===== src/rtl/temp_report_sched_pkg.sv =====
// Shared types and frame constants for the periodic temperature report scheduler.
package temp_sched_pkg;

  typedef enum logic [1:0] {
    IDLE,
    START,
    WAIT,
    SEND
  } state_t;

  localparam logic [7:0] CHAR_T  = 8'h54;
  localparam logic [7:0] CHAR_E  = 8'h45;
  localparam logic [7:0] CHAR_CR = 8'h0D;
  localparam logic [7:0] CHAR_LF = 8'h0A;
  localparam int         FRAME_LEN = 6;

endpackage


===== src/rtl/temp_report_sched_if.sv =====
// Measurement request/result and UART TX byte handshake between the scheduler and its neighbours.
interface temp_report_sched_if;

  logic        meas_start;
  logic        meas_done;
  logic [11:0] meas_value;
  logic        tx_valid;
  logic        tx_ready;
  logic [7:0]  tx_data;

  modport master (
    output meas_start,
    input  meas_done,
    input  meas_value,
    output tx_valid,
    input  tx_ready,
    output tx_data
  );

  modport slave (
    input  meas_start,
    output meas_done,
    output meas_value,
    input  tx_valid,
    output tx_ready,
    input  tx_data
  );

endinterface


===== src/rtl/temp_report_sched_hex_to_ascii.sv =====
// Combinational nibble to uppercase ASCII hex digit converter.
module hex_to_ascii (
  input  logic [3:0] nibble,
  output logic [7:0] ascii
);

  always_comb begin
    if (nibble < 4'd10) ascii = 8'h30 + {4'h0, nibble};
    else                ascii = 8'h37 + {4'h0, nibble};
  end

endmodule


===== src/rtl/temp_report_sched.sv =====
// Paces temperature measurements, waits for each result under a timeout and
// streams it to the UART TX as a 6-byte ASCII frame: marker, three hex digits, CR, LF.
module temp_report_sched
  import temp_sched_pkg::*;
#(
  parameter int PERIOD_CYCLES  = 1_000_000,
  parameter int TIMEOUT_CYCLES = 65_536
) (
  input  logic                clk,
  input  logic                reset,
  input  logic                enable,
  input  logic                force_req,
  temp_report_sched_if.master bus,
  output logic                busy,
  output logic                timeout_o
);

  localparam int PW = $clog2(PERIOD_CYCLES);
  localparam int TW = $clog2(TIMEOUT_CYCLES);
  localparam logic [PW-1:0] PERIOD_LAST  = PW'(PERIOD_CYCLES - 1);
  localparam logic [TW-1:0] TIMEOUT_LAST = TW'(TIMEOUT_CYCLES - 1);
  localparam logic [2:0]    BYTE_LAST    = 3'(FRAME_LEN - 1);

  state_t        state, state_next;
  logic [PW-1:0] period_cnt;
  logic [TW-1:0] wait_cnt;
  logic          pending;
  logic [11:0]   value_q;
  logic          is_err;
  logic [2:0]    byte_idx;
  logic          period_wrap;
  logic          wait_expired;
  logic          handshake;
  logic [3:0]    nibble;
  logic [7:0]    hex_char;

  assign period_wrap  = enable && (period_cnt == PERIOD_LAST);
  assign wait_expired = (state == WAIT) && !bus.meas_done && (wait_cnt == TIMEOUT_LAST);
  assign handshake    = bus.tx_valid && bus.tx_ready;

  always_ff @(posedge clk or posedge reset) begin
    if (reset)                        period_cnt <= '0;
    else if (!enable || period_wrap)  period_cnt <= '0;
    else                              period_cnt <= period_cnt + 1'b1;
  end

  // A new request beats the clear in START so no request is ever lost.
  always_ff @(posedge clk or posedge reset) begin
    if (reset)                                      pending <= 1'b0;
    else if (enable && (period_wrap || force_req))  pending <= 1'b1;
    else if (state == START)                        pending <= 1'b0;
  end

  always_ff @(posedge clk or posedge reset) begin
    if (reset) state <= IDLE;
    else       state <= state_next;
  end

  always_comb begin
    state_next = state;
    case (state)
      IDLE:    if (pending) state_next = START;
      START:   state_next = WAIT;
      WAIT:    if (bus.meas_done || wait_expired) state_next = SEND;
      SEND:    if (handshake && (byte_idx == BYTE_LAST)) state_next = IDLE;
      default: state_next = IDLE;
    endcase
  end

  always_ff @(posedge clk or posedge reset) begin
    if (reset) begin
      wait_cnt <= '0;
      value_q  <= '0;
      is_err   <= 1'b0;
      byte_idx <= '0;
    end else begin
      wait_cnt <= (state == WAIT) ? wait_cnt + 1'b1 : '0;
      if ((state == WAIT) && bus.meas_done) begin
        value_q <= bus.meas_value;
        is_err  <= 1'b0;
      end else if (wait_expired) begin
        value_q <= 12'hFFF;
        is_err  <= 1'b1;
      end
      if (state != SEND)                             byte_idx <= '0;
      else if (handshake && (byte_idx == BYTE_LAST)) byte_idx <= '0;
      else if (handshake)                            byte_idx <= byte_idx + 3'd1;
    end
  end

  always_comb begin
    case (byte_idx)
      3'd1:    nibble = value_q[11:8];
      3'd2:    nibble = value_q[7:4];
      3'd3:    nibble = value_q[3:0];
      default: nibble = 4'h0;
    endcase
  end

  hex_to_ascii u_hex (
    .nibble (nibble),
    .ascii  (hex_char)
  );

  always_comb begin
    bus.tx_data = 8'h00;
    if (state == SEND) begin
      case (byte_idx)
        3'd0:             bus.tx_data = is_err ? CHAR_E : CHAR_T;
        3'd1, 3'd2, 3'd3: bus.tx_data = hex_char;
        3'd4:             bus.tx_data = CHAR_CR;
        default:          bus.tx_data = CHAR_LF;
      endcase
    end
  end

  assign bus.meas_start = (state == START);
  assign bus.tx_valid   = (state == SEND);
  assign busy           = (state != IDLE);
  assign timeout_o      = wait_expired;

endmodule


===== src/flat_wrapper.sv =====
// flat-port wrapper written by rule: the top's interface ports become plain ports
module temp_report_sched_flat import temp_sched_pkg::*;
#(
  parameter int PERIOD_CYCLES  = 1_000_000,
  parameter int TIMEOUT_CYCLES = 65_536
)
  (clk, reset, enable, force_req, busy, timeout_o, bus_meas_start, bus_meas_done, bus_meas_value, bus_tx_valid, bus_tx_ready, bus_tx_data);
  temp_report_sched_if bus_i ();
  input  logic clk;
  input  logic reset;
  input  logic enable;
  input  logic force_req;
  output logic busy;
  output logic timeout_o;
  output wire logic [$bits(bus_i.meas_start)-1:0] bus_meas_start;
  input wire logic [$bits(bus_i.meas_done)-1:0] bus_meas_done;
  input wire logic [$bits(bus_i.meas_value)-1:0] bus_meas_value;
  output wire logic [$bits(bus_i.tx_valid)-1:0] bus_tx_valid;
  input wire logic [$bits(bus_i.tx_ready)-1:0] bus_tx_ready;
  output wire logic [$bits(bus_i.tx_data)-1:0] bus_tx_data;
  assign bus_meas_start = bus_i.meas_start;
  assign bus_i.meas_done = bus_meas_done;
  assign bus_i.meas_value = bus_meas_value;
  assign bus_tx_valid = bus_i.tx_valid;
  assign bus_i.tx_ready = bus_tx_ready;
  assign bus_tx_data = bus_i.tx_data;
  temp_report_sched #(.PERIOD_CYCLES(PERIOD_CYCLES), .TIMEOUT_CYCLES(TIMEOUT_CYCLES)) u_core (.clk(clk), .reset(reset), .enable(enable), .force_req(force_req), .bus(bus_i), .busy(busy), .timeout_o(timeout_o));
endmodule

===== config.mk =====
export PLATFORM = sky130hd
export DESIGN_NAME = temp_report_sched_flat
export DESIGN_NICKNAME = d
export VERILOG_FILES = /design/src/rtl/temp_report_sched_pkg.sv /design/src/rtl/temp_report_sched_if.sv /design/src/rtl/temp_report_sched_hex_to_ascii.sv /design/src/rtl/temp_report_sched.sv /design/src/flat_wrapper.sv
export SDC_FILE = /design/constraint.sdc
export NUM_CORES = 1
export LEC_CHECK = 0
export ABC_CLOCK_PERIOD_IN_PS = 3160
export BUFFER_PORTS_ARGS = -buffer_cell sky130_fd_sc_hd__buf_2
export CORE_MARGIN = 8
export CORE_UTILIZATION = 60
export CTS_BUF_LIST = sky130_fd_sc_hd__clkbuf_4 sky130_fd_sc_hd__clkbuf_8
export CTS_CLUSTER_SIZE = 30
export DETAILED_ROUTE_END_ITERATION = 8
export PLACE_DENSITY = 0.87
export SYNTH_ARGS = -nofsm -noshare
export SYNTH_HDL_FRONTEND = slang
export SYNTH_SLANG_ARGS = --single-unit

===== constraint.sdc =====
create_clock -name clk -period 3.16 [get_ports clk]
set_input_delay 0.632 -clock clk [delete_from_list [all_inputs] [get_ports clk]]
set_output_delay 0.632 -clock clk [all_outputs]
set_load 0.01 [all_outputs]

Word level (Yosys, flattened, before mapping)
Index checks and enable logic that the tools add are counted.
{ "op_classes": {"n_addsub": 5, "n_lt_le_gt_ge": 1, "eq_ne": 14, "mux": 20, "n_reduce_logical": 20} }
{ "ops": {"columns": ["op", "n"], "rows": [
  ["two-way mux 12 bit", 2],
  ["one-hot mux 8 bit (3 select lines)", 1],
  ["adder 20 x 1 -> 20 bit, second input constant", 1],
  ["equality test 20 bit, second input constant", 1],
  ["two-way mux 20 bit", 1],
  ["adder 16 x 1 -> 16 bit, second input constant", 1],
  ["equality test 16 bit, second input constant", 1],
  ["two-way mux 16 bit", 1],
  ["adder 6 x 4 -> 7 bit, first input constant", 2],
  ["one-hot mux 4 bit (3 select lines)", 1],
  ["two-way mux 3 bit", 3],
  ["two-way mux 8 bit", 1],
  ["one-hot mux 2 bit (4 select lines)", 1],
  ["logical AND 1 bit", 7],
  ["two-way mux 7 bit", 1],
  ["equality test 3 x 2 -> 1 bit, second input constant", 2],
  ["equality test 3 bit, second input constant", 2],
  ["two-way mux 2 bit", 3],
  ["!= test 2 bit, second input constant", 3],
  ["nonzero test 2 bit", 3],
  ["two-way mux 5 bit", 1],
  ["equality test 2 bit, second input constant", 2],
  ["< comparator 4 bit, second input constant", 1],
  ["two-way mux 1 bit", 4],
  ["11 further kinds", 14]
]} }
{ "totals": {"ff_bits": 55, "out_inout_bits": 12} }

Longest topological paths before layout
Gate-level depths: netlist of the first run.
{ "logic_depth": {"ltp_word": 6, "mapped_depth": 10, "ltp_nobuf": 9} }

Modules after synthesis
Synthesis of the first run repeated with hierarchy kept, for this count alone.
{ "hier_totals": {"hier_cells": 331, "hier_area_um2": 3051.7} }
{ "modules_own_cells": {"columns": ["mod", "instances", "cells_each", "area_each_um2", "seq_area_each_um2"], "rows": [
  ["temp_report_sched", 1, 315, 2946.6, 1376.3],
  ["hex_to_ascii", 1, 16, 105.1, 0.0]
]} }

Worst setup path after synthesis of the first run
OpenSTA, ideal clock, no wires.
{ "synth_path": {"kind": "reg-to-output", "startpoint": "register u_core.byte_idx[2]", "endpoint": "output bus_tx_data[0]", "arrival_time_ns": 2.042, "required_ns": 2.528, "setup_slack_ns": 0.486, "path_stages_with_launch": 8, "n_path_buf": 1, "cell_sequence": "dfrtp_1 clkbuf_1 inv_1 ha_1 and2_1 a221oi_1 a2111oi_0 a211oi_1"} }
{ "synth_between": {"elab_chain_cells": 6, "elab_cells_between_ends": 13} }
{ "synth_rtl": {"columns": ["item", "line", "text"], "rows": [
  ["start: declaration", "temp_report_sched.sv:30", "logic [2:0] byte_idx;"],
  ["start signal: assignment", "temp_report_sched.sv:87", "else if (handshake) byte_idx <= byte_idx + 3'd1;"],
  ["equality test 3 x 2 -> 1 bit or equality test 3 x 1 -> 1 bit (tied branches)", "temp_report_sched.sv:92, temp_report_sched.sv:108", null],
  ["one-hot mux 4 bit (3 select lines)", "temp_report_sched.sv:92", "case (byte_idx)"],
  ["adder 6 x 4 -> 7 bit, or another cell as far along", "temp_report_sched_hex_to_ascii.sv:9", "else ascii = 8'h37 + {4'h0, nibble};"],
  ["two-way mux 7 bit", "temp_report_sched_hex_to_ascii.sv:8", "if (nibble < 4'd10) ascii = 8'h30 + {4'h0, nibble};"],
  ["one-hot mux 8 bit (3 select lines) (*)", "temp_report_sched.sv:108", "case (byte_idx)"],
  ["two-way mux 8 bit (*)", "temp_report_sched.sv:107", "if (state == SEND) begin"],
  ["end: declaration", "flat_wrapper.sv:20", "output wire logic [$bits(bus_i.tx_data)-1:0] bus_tx_data;"]
]} }
Every way passes the cells marked *; elsewhere a longest branch is shown, timed or not.

Final worst setup path of the first run
{ "layout_path": {"startpoint": "register u_core.byte_idx[0]", "endpoint": "output bus_tx_data[4]"} }
Same word-level chain as after synthesis.

==> results of run 1 <==
[critical path, stage by stage (launching register included)]
cell	delay (ps)
dfrtp_1	420
ha_1	210
ha_1	230
a222oi_1	480
ha_1	290
a31o_2	130
a21oi_1	60
o22ai_1	180
buf_2	160
[flip-flops by register name (all words and copies together) (netlist names)]
register	cells
u_core.value_q	12
u_core.pending	1
u_core.state	2
u_core.byte_idx	3
u_core.period_cnt	20
u_core.is_err	1
u_core.wait_cnt	16
[per-layer routing]
layer / track usage (%) / wire length (um)
met1: 20.9 / 2910
met2: 31.2 / 3450
met3: 3.81 / 358
met4: 5.99 / 89
met5: 0 / 0
[area by class of cell]
cell class | instances | share of cell area, %
repair buffers | 34 | 5.33
multi-input cells | 254 | 48.6
clock buffers | 6 | 2.20
inverters | 13 | 1.40
clock inverters | 2 | 0.360
well taps | 70 | 2.52
flip-flops and latches | 55 | 39.6
[what timing repair did]
item | in CTS | in global routing
gates resized for setup | 0 | 9
endpoints found under the setup margin | 2 | 5
pin swaps | 0 | 1
buffers inserted | 0 | 2
[cells by family (layout without fill, tap and decap cells)]
logic type | after synthesis | after routing | synth area share, %
other cells | 1 | 1 | 0.119
compound gates | 73 | 73 | 16.0
fa+ha+maj | 13 | 13 | 5.18
buf+inv | 26 | 55 | 3.50
flops | 55 | 55 | 43.8
xor+xnor | 23 | 23 | 6.41
simple gates | 142 | 142 | 24.3
mux | 2 | 2 | 0.637
[power breakdown]
part           internal (mW)  switching [mW]  total [mW]
registers              0.809           0.111       0.920
clock network          0.164           0.222       0.386
logic                  0.284           0.405       0.689
total                   1.26           0.738        2.00
[how the worst max path moves through the flow]
stage / from / to / slack (ps) / cells past startpoint
floorplan: u_core.byte_idx[2] / bus_tx_data[0] / 490 / 7
global placement: u_core.byte_idx[1] / bus_tx_data[6] / 430 / 9
detailed placement: u_core.byte_idx[2] / bus_tx_data[0] / 290 / 7
CTS: u_core.byte_idx[2] / bus_tx_data[0] / -60 / 7
global route: u_core.byte_idx[0] / bus_tx_data[4] / -100 / 8
finish: u_core.byte_idx[0] / bus_tx_data[4] / 70 / 8
[cell usage in the layout, fill, tap and decap left out, drive strengths merged, types with 3 or more instances in the layout]
cell / instances
xor2: 10
or4: 7
and4: 6
dfrtp: 55
o31ai: 4
and2: 9
or3: 5
a211oi: 15
a21oi: 13
nor2: 41
and3: 3
buf: 34
ha: 13
xnor2: 13
nand3: 16
o22ai: 13
inv: 13
nand3b: 4
nor3: 9
nor2b: 5
nand2: 20
o21a: 3
o21ai: 11
clkbuf: 6
nor4: 4
nand4: 9
[through the flow]
stage                     worst slack (ps)  cell area [sq um]  TNS (ps)  util (%)
final                                 72.3               3480         0      68.5
after global routing                 -97.7               3480      -161      68.5
after CTS                            -59.3               3430     -60.6      67.5
after detailed placement               290               3340         0      65.8
after global placement                 435               3340         0      65.8
after floorplan                        486               3140         0         -
==> results.py, run 1 <==
metrics = {
    "sta": {
        "max_freq_mhz": 324,
        "final_hold_viol_count": 0,
        "fin_skew_ps": 15.6,
        "worst_pin_slew_ps": 874,
        "finalSetupViolCount": 0,
        "period_share_pct": 97.7,
        "period_needed_ps": 3090,
        "slew_headroom_pct": 41.6,
        "drv_slew": 0,
        "rsz0062_at_grt": "yes",
        "holdWs_ps": 457,
    },
    "die": {
        "core_area_sq_um": 5070,
        "ios": 30,
        "die_width_um": 88.4,
        "initial_utilization_pct": 61.9,
        "die_y_um": 88.4,
        "num_rows": 26,
        "dieArea_sq_um": 7810,
    },
    "critical_path": {
        "crit_required_ps": 2530,
        "crit_type": "reg -> out",
        "rrSetupSlack_ps": 920,
        "start_kind": "register",
        "end_kind": "primary output",
        "r2r_start": "u_core.period_cnt[15]",
        "critPathMaxFanout": 5,
        "ff2ff_path_depth": 4,
        "arrival_ps": 2460,
        "worstReg2RegEnd": "u_core.period_cnt[12]",
    },
    "route": {
        "vias": 2623,
        "post_drt_wl_per_cell_um": 15.7,
        "route.detailed.drc": 0,
        "dr.pass1.iters": 5,
        "drt_iter0_drc": 118,
        "routed_wl_mm": 6.81,
        "antenna_left": 0,
        "viasPerCell": 6.04,
    },
    "logic_synthesis": {
        "synth-seq-area-share_pct": 43.8,
        "synth_area_leaders": "dfrtp_1 44%, ha_1 5.2%, nor2_1 4.9%, xnor2_1 3.6%, a211oi_1 3.6%",
        "synth_nets": 366,
        "syn_inst": 335,
        "synth_top_flop_cell": "dfrtp_1",
        "synth_seq_cells": 55,
        "async_flop_share_pct": 100,
        "syn_area_sq_um": 3140,
        "synthTopCellsByCount": "55 x dfrtp_1, 41 x nor2_1, 20 x nand2_1, 16 x nand3_1, 15 x a211oi_1",
        "synth_top_cell_area_share_pct": 43.8,
        "avgSynthCellArea_sq_um": 9.38,
        "synth-warning-count": 0,
        "synth.most_common_cell": "dfrtp_1",
        "synth_edf_count": 0,
        "synthDistinctLibCells": 49,
        "yosysTopAreaCell": "dfrtp_1",
    },
    "grt": {
        "antenna_found_initial": 0,
        "grt_overflow": 0,
        "grt_pass1_vias": 2563,
        "grt_start_max_net_pins": 44,
        "track_usage_pct": 17.8,
        "grt_pass1_wl_mm": 11.1,
    },
    "pwr": {
        "total_power_mw": 2.00,
        "leakagePower_nw": 1.45,
        "power.density_nw_per_um2": 574,
        "peakVddDrop_uv": 459,
    },
    "clocking": {
        "cts_buffer_depth": 2,
        "clkLatencyLatePin_ps": 310,
        "cts.sinks": 55,
        "cts_tree": "done",
        "cts-root-buf": "clkbuf_8",
        "postCtsHoldBufs": 0,
        "path_clk_slew_ps": 90,
        "htree_levels": 2,
        "cts_buffers": 5,
    },
    "min_path": {
        "min_from": "u_core.wait_cnt[0]",
        "hold_depth": 1,
        "min_to": "u_core.wait_cnt[0]",
        "hold_class": "reg -> reg",
    },
    "run": {
        "maxCapViolCount": 0,
    },
    "final_layout": {
        "drive_above_1_share_pct": 15.7,
        "fillerInstances": 397,
        "final_net_count": 394,
        "final_cells": 434,
        "multiInputGateArea_sq_um": 1690,
        "syn2layout_area_growth_pct": 10.6,
        "diodes": 0,
        "regArea_sq_um": 1380,
    },
    "run_status": {
        "outcome": "completed",
    },
    "place": {
        "dpl.hpwl_mm": 4.90,
        "gp_congestion": 0.866,
        "placement.io_buffers": 28,
        "dp_cells": 424,
    },
}
No activity file was read; power rests on OpenSTA's default activity.
==> run 2, diff against run 1 <==
SETUP_SLACK_MARGIN = 0.4   (was not set)
SYNTH_HIERARCHICAL = 1   (was not set)
==> run 2 against run 1 <==
The flow now finishes with violations (negative setup slack); global-route usage is 0.15 points lower; critical path type unchanged; clock power is 2% lower; non-clock buffer count is 9 higher; largest cell class unchanged.
==> results.py, run 2 <==
metrics = {
    "place": {
        "post-place-ws_ps": 48.1,
        "dp_cells": 420,
        "dpl.hpwl_mm": 4.54,
        "gp_congestion": 0.832,
        "placement.io_buffers": 28,
    },
    "sta": {
        "fin_skew_ps": 7.27,
        "finalSetupViolCount": 2,
        "drv_slew": 0,
        "worst_pin_slew_ps": 793,
        "period_share_pct": 102,
        "max_freq_mhz": 310,
        "setup_ws_ps": -63.0,
        "final_hold_viol_count": 0,
        "period_needed_ps": 3220,
        "slew_headroom_pct": 47.1,
        "rsz0062_at_grt": "yes",
        "holdWs_ps": 369,
    },
    "die": {
        "dieArea_sq_um": 7620,
        "die_y_um": 87.3,
        "die_width_um": 87.3,
        "num_rows": 26,
        "core_area_sq_um": 5010,
        "ios": 30,
        "initial_utilization_pct": 60.9,
    },
    "grt": {
        "grt_pass1_wl_mm": 10.9,
        "antenna_found_initial": 0,
        "grt_pass1_vias": 2507,
        "track_usage_pct": 17.6,
        "grt_overflow": 0,
        "grt_start_max_net_pins": 32,
    },
    "clocking": {
        "cts_buffer_depth": 2,
        "cts_buffers": 5,
        "htree_levels": 2,
        "cts-root-buf": "clkbuf_8",
        "cts.sinks": 55,
        "cts_tree": "done",
        "clkLatencyLatePin_ps": 310,
        "postCtsHoldBufs": 0,
        "path_clk_slew_ps": 100,
    },
    "logic_synthesis": {
        "synth_area_leaders": "dfrtp_1 45%, nand3_1 6.4%, xnor2_1 5.2%, ha_1 4.9%, nand2_1 3.7%",
        "synth_top_cell_area_share_pct": 45.1,
        "syn_inst": 331,
        "yosysTopAreaCell": "dfrtp_1",
        "synthTopCellsByCount": "55 x dfrtp_1, 39 x nand3_1, 30 x nand2_1, 23 x nor2_1, 20 x inv_1",
        "synthDistinctLibCells": 43,
        "syn_area_sq_um": 3050,
        "synth-seq-area-share_pct": 45.1,
        "async_flop_share_pct": 100,
        "synth_nets": 361,
        "synth.most_common_cell": "dfrtp_1",
        "synth_seq_cells": 55,
        "synth-warning-count": 6,
        "synth_top_flop_cell": "dfrtp_1",
        "avgSynthCellArea_sq_um": 9.22,
        "synth_edf_count": 0,
    },
    "pwr": {
        "p_sw_share_pct": 36.5,
        "seqPwrFrac_pct": 46.1,
        "leakagePower_nw": 1.60,
        "total_power_mw": 1.96,
        "p_clk_share_pct": 19.4,
        "power.switching_uw": 718,
        "pwr-share-comb_pct": 34.5,
        "p_int_mw": 1.25,
        "power.density_nw_per_um2": 552,
        "peakVddDrop_uv": 358,
    },
    "final_layout": {
        "final_common_cell": "dfrtp_1",
        "syn2layout_area_growth_pct": 16.7,
        "final_net_count": 397,
        "fin_util_pct": 71.1,
        "drive_above_1_share_pct": 22.3,
        "reg_top3": "u_core/period_cnt: 20 flops, u_core/wait_cnt: 16 flops, u_core/value_q: 12 flops",
        "fillerInstances": 388,
        "largest_reg_flops": 20,
        "top_register": "u_core/period_cnt",
        "regArea_sq_um": 1380,
        "multiInputGateArea_sq_um": 1670,
        "diodes": 0,
        "final_cell_mix": "52 x dfrtp_1, 39 x nand3_1, 30 x nand2_1",
        "final_cells": 438,
    },
    "route": {
        "viasPerCell": 5.78,
        "drt_iter0_drc": 205,
        "route.detailed.drc": 0,
        "post_drt_wl_per_cell_um": 16.2,
        "antenna_left": 0,
        "routed_wl_mm": 7.09,
        "vias": 2533,
        "dr.pass1.iters": 5,
    },
    "critical_path": {
        "crit_type": "reg -> out",
        "crit_top_cell": "ha_4",
        "worstReg2RegEnd": "u_core/period_cnt[11]",
        "rrSetupSlack_ps": 970,
        "crit_required_ps": 2530,
        "r2r_start": "u_core/period_cnt[17]",
        "crit_chain": "ha_4, ha_4, buf_4, a222oi_1, nor2_2, nand2_2, mux2_4, a21oi_2, nor2b_1, buf_2",
        "ff2ff_path_depth": 4,
        "end_kind": "primary output",
        "critPathLaunch": "u_core/byte_idx[0]",
        "arrival_ps": 2590,
        "critical-path-slowest-cell": "dfrtp_2",
        "start_kind": "register",
        "critPathMaxFanout": 6,
        "slowest_delay_ps": 480,
    },
    "min_path": {
        "hold_class": "in -> async",
    },
    "run_status": {
        "outcome": "finished, violations left",
        "violations": "negative setup slack",
    },
    "run": {
        "maxCapViolCount": 0,
    },
}
-- run 2: cell types whose count changed after synthesis, moves of 6 or more --
| cell | before | now |
|---|---|---|
| a211oi_1 | 15 | 0 |
| inv_1 | 13 | 20 |
| nand2_1 | 20 | 30 |
| nand3_1 | 16 | 39 |
| nor2_1 | 41 | 23 |
| nor2b_1 | 5 | 11 |
| o22ai_1 | 13 | 0 |
-- run 2: power by group through the flow --
stage,sequential (mW),clock (mW),combinational [mW]
finish,0.906,0.380,0.678
global route,0.918,0.419,0.757
CTS,0.894,0.391,0.632
detailed placement,0.907,0,0.600
global placement,0.902,0,0.567
floorplan,0.879,0,0.432
-- run 2: area by class of cell --
class | instances | area share, %
clock buffer | 5 | 1.93
clock inverter | 3 | 0.422
multi-input combinational | 242 | 46.8
inverter | 20 | 2.11
tap | 70 | 2.46
sequential | 55 | 38.8
timing repair buffer | 43 | 7.48
-- run 2: how the worst max path moves through the flow --
stage	to	slack, ps
finish	bus_tx_data[2]	-60
global route	bus_tx_data[2]	-170
CTS	bus_tx_data[2]	50
detailed placement	bus_tx_data[2]	50
global placement	bus_tx_data[2]	240
floorplan	bus_tx_data[2]	440
-- run 2: per-stage QoR --
stage / cell area (sq um) / setup TNS, ps
floorplan: 3050 / 0
global placement: 3260 / 0
detailed placement: 3260 / 0
CTS: 3450 / 0
global route: 3560 / -627
finish: 3560 / -68.9
-- run 2: worst max-delay path: cells and delay by family, from the launching register on --
family          cells  cell delay (ps)
simple gates        3              350
buf+inv             2              270
fa+ha+maj           2              330
flops               1              480
compound gates      2              550
mux                 1              310
-- run 2: cell families (layout without fill, tap and decap cells) --
logic type | Yosys count | after routing | synth area share, %
adder cells (fa/ha/maj) | 12 | 12 | 4.92
AND/OR/NAND/NOR | 159 | 159 | 27.7
AO/OA/AOI/OAI | 42 | 42 | 9.39
buffers and inverters | 34 | 71 | 4.47
XOR/XNOR | 24 | 24 | 6.89
other | 1 | 1 | 0.123
flip-flops | 55 | 55 | 45.1
multiplexers | 4 | 4 | 1.39
-- run 2: repair_timing --
| item | 4_1_cts | 5_1_grt |
|---|---|---|
| gates resized for setup | 22 | 17 |
| setup endpoints to repair | 8 | 8 |
| hold endpoints to repair | 0 | 0 |
| buffers inserted | 5 | 5 |
| pin swaps | 9 | 9 |
-- run 2: per-layer routing --
| layer | wire [um] | share of wire [%] | GRT usage, % | vias up |
|---|---|---|---|---|
| li1 | - | - | - | 1221 |
| met1 | 2850 | 40 | 20.4 | 1228 |
| met2 | 3770 | 53 | 31.7 | 68 |
| met3 | 292 | 4.1 | 3.49 | 16 |
| met4 | 166 | 2.3 | 5.31 | 0 |
| met5 | 0 | 0 | 0 | - |
==> run 3, diff against run 2 <==
==> constraint.sdc (replaced) <==
create_clock -name clk -period 3.16 [get_ports clk]
set_input_delay 0.632 -clock clk [delete_from_list [all_inputs] [get_ports clk]]
set_output_delay 0.632 -clock clk [all_outputs]
set_load 0.05 [all_outputs]
==> run 3 against run 2 <==
Global-route usage up 2.6 points; highest routed layer unchanged; flip-flop and latch count unchanged; the run still ends with negative setup slack left; clock power is 3% lower; die area unchanged; first-iteration DRC count grew 35%; critical endpoint is now bus_tx_data[0].
==> results.py, run 3 (synthesis gave the netlist of run 2 again) <==
metrics = {
    "critical_path": {
        "cpLargestDelayFamily": "compound AO/OA/AOI/OAI gates",
        "crit_required_ps": 2530,
        "r2r_start": "u_core/period_cnt[16]",
        "crit_chain": "buf_6, ha_4, o21ai_1, buf_4, nor2_2, o21ai_4, xnor2_2, nand2_1, a21boi_2, buf_6",
        "crit_type": "reg -> out",
        "critical-path-slowest-cell": "dfrtp_2",
        "path_buf_inv": 3,
        "worstReg2RegEnd": "u_core/period_cnt[3]",
        "crit_top_cell": "buf_6",
        "arrival_ps": 2650,
        "ff2ff_path_depth": 4,
        "critPathMaxFanout": 7,
        "slowest_delay_ps": 460,
        "start_kind": "register",
        "end_kind": "primary output",
        "rrSetupSlack_ps": 930,
        "worstSetupPathDepth": 10,
    },
    "pwr": {
        "peakVddDrop_uv": 367,
        "leakagePower_nw": 1.60,
        "power.density_nw_per_um2": 608,
        "total_power_mw": 2.20,
    },
    "sta": {
        "period_share_pct": 104,
        "setup_ws_ps": -120,
        "holdWs_ps": 290,
        "final_hold_viol_count": 0,
        "fin_skew_ps": 12.1,
        "period_needed_ps": 3280,
        "worst_pin_slew_ps": 825,
        "rsz0062_at_grt": "yes",
        "max_freq_mhz": 305,
        "finalSetupViolCount": 3,
        "drv_slew": 0,
        "slew_headroom_pct": 45.0,
    },
    "final_layout": {
        "diodes": 0,
        "top_register": "u_core/period_cnt",
        "final_common_cell": "dfrtp_1",
        "syn2layout_area_growth_pct": 18.5,
        "fin_util_pct": 72.2,
        "drive_above_1_share_pct": 22.5,
        "final_net_count": 395,
        "fin_area_sq_um": 3610,
        "largest_reg_flops": 20,
        "final_cell_mix": "51 x dfrtp_1, 39 x nand3_1, 30 x nand2_1",
        "reg_top3": "u_core/period_cnt: 20 flops, u_core/wait_cnt: 16 flops, u_core/value_q: 12 flops",
        "fillerInstances": 344,
    },
    "route": {
        "drt_iter0_drc": 276,
        "dr.pass1.iters": 5,
        "routed_wl_mm": 7.61,
        "post_drt_wl_per_cell_um": 17.5,
        "viasPerCell": 6.13,
        "antenna_left": 0,
        "vias": 2661,
        "route.detailed.drc": 0,
    },
    "die": {
        "die_width_um": 87.3,
        "num_rows": 26,
        "initial_utilization_pct": 60.9,
        "ios": 30,
        "dieArea_sq_um": 7620,
        "die_y_um": 87.3,
        "core_area_sq_um": 5010,
    },
    "clocking": {
        "htree_levels": 2,
        "cts.sinks": 55,
        "cts_buffer_depth": 2,
        "clkLatencyLatePin_ps": 310,
        "path_clk_slew_ps": 100,
        "cts_buffers": 5,
        "postCtsHoldBufs": 0,
        "cts-root-buf": "clkbuf_8",
        "cts_tree": "done",
    },
    "run": {
        "maxCapViolCount": 0,
    },
    "grt": {
        "grt_overflow": 0,
        "grt_pass1_wl_mm": 12.1,
        "track_usage_pct": 20.3,
        "antenna_found_initial": 0,
        "grt_pass1_vias": 2658,
        "grt_start_max_net_pins": 32,
    },
    "run_status": {
        "outcome": "finished, violations left",
        "violations": "negative setup slack",
    },
    "place": {
        "placed_area_sq_um": 3300,
        "gp_congestion": 0.850,
        "dpl.hpwl_mm": 4.55,
        "placement.io_buffers": 28,
    },
    "min_path": {
        "hold_class": "in -> async",
    },
}
==> run 3: changes by cell type in the layout (fill, tap and decap cells not counted), moves of 2 or more <==
cell,delta
buf_6,+8
buf_2,-7
buf_4,-3
clkinv_2,-3
a21oi_2,-2
nor2b_1,-2
nor2b_4,+2
==> run 3: final cells by class <==
| type | instances | area (sq um) | area share [%] |
|---|---|---|---|
| well taps | 70 | 87.6 | 2.42 |
| clock buffers | 6 | 76.3 | 2.11 |
| multi-input cells | 242 | 1700 | 46.9 |
| repair buffers | 41 | 299 | 8.27 |
| inverters | 20 | 75.1 | 2.08 |
| flip-flops and latches | 55 | 1380 | 38.2 |
==> run 3: per-layer routing <==
layer,up-vias,GRT usage [%],wire (um)
met4,0,11.3,303
met3,24,5.94,505
met5,-,0,0
li1,1219,-,-
met2,111,34.1,3790
met1,1307,22.3,3010
==> run 3: metrics by stage <==
step	setup TNS [ps]	instances	worst slack, ps
finish	-174	434	-120
global route	-513	434	-209
CTS	-24.4	434	-24.4
detailed placement	0	421	51.8
global placement	0	421	173
floorplan	0	331	398
==> run 3: worst max-delay path by stage <==
stage | startpoint | end | slack, ps
CTS | u_core/byte_idx[0] | bus_tx_data[2] | -20
global route | u_core/byte_idx[1] | bus_tx_data[0] | -210
detailed placement | u_core/byte_idx[1] | bus_tx_data[2] | 50
floorplan | u_core/byte_idx[1] | bus_tx_data[0] | 400
global placement | u_core/byte_idx[1] | bus_tx_data[2] | 170
finish | u_core/byte_idx[0] | bus_tx_data[0] | -120
==> run 3: worst reg2reg max path, delay by kind of cell, from the launching register on <==
kind / cells / cell delay (ps)
compound gates: 1 / 770
flops: 1 / 430
simple gates: 3 / 880
==> run 3: report_power, final <==
part / switching, mW / leakage, nW / total (mW) / internal (mW)
Sequential: 0.0860 / 0.733 / 0.903 / 0.817
Clock: 0.211 / 0.0406 / 0.368 / 0.157
Combinational: 0.588 / 0.831 / 0.927 / 0.338
Total: 0.886 / 1.60 / 2.20 / 1.31
==> run 3: timing repair <==
item | CTS | global route
pin swaps | 10 | 7
resized for setup | 36 | 15
endpoints found under the hold margin | 0 | 0
buffers inserted | 7 | 0
endpoints found under the setup margin | 8 | 8
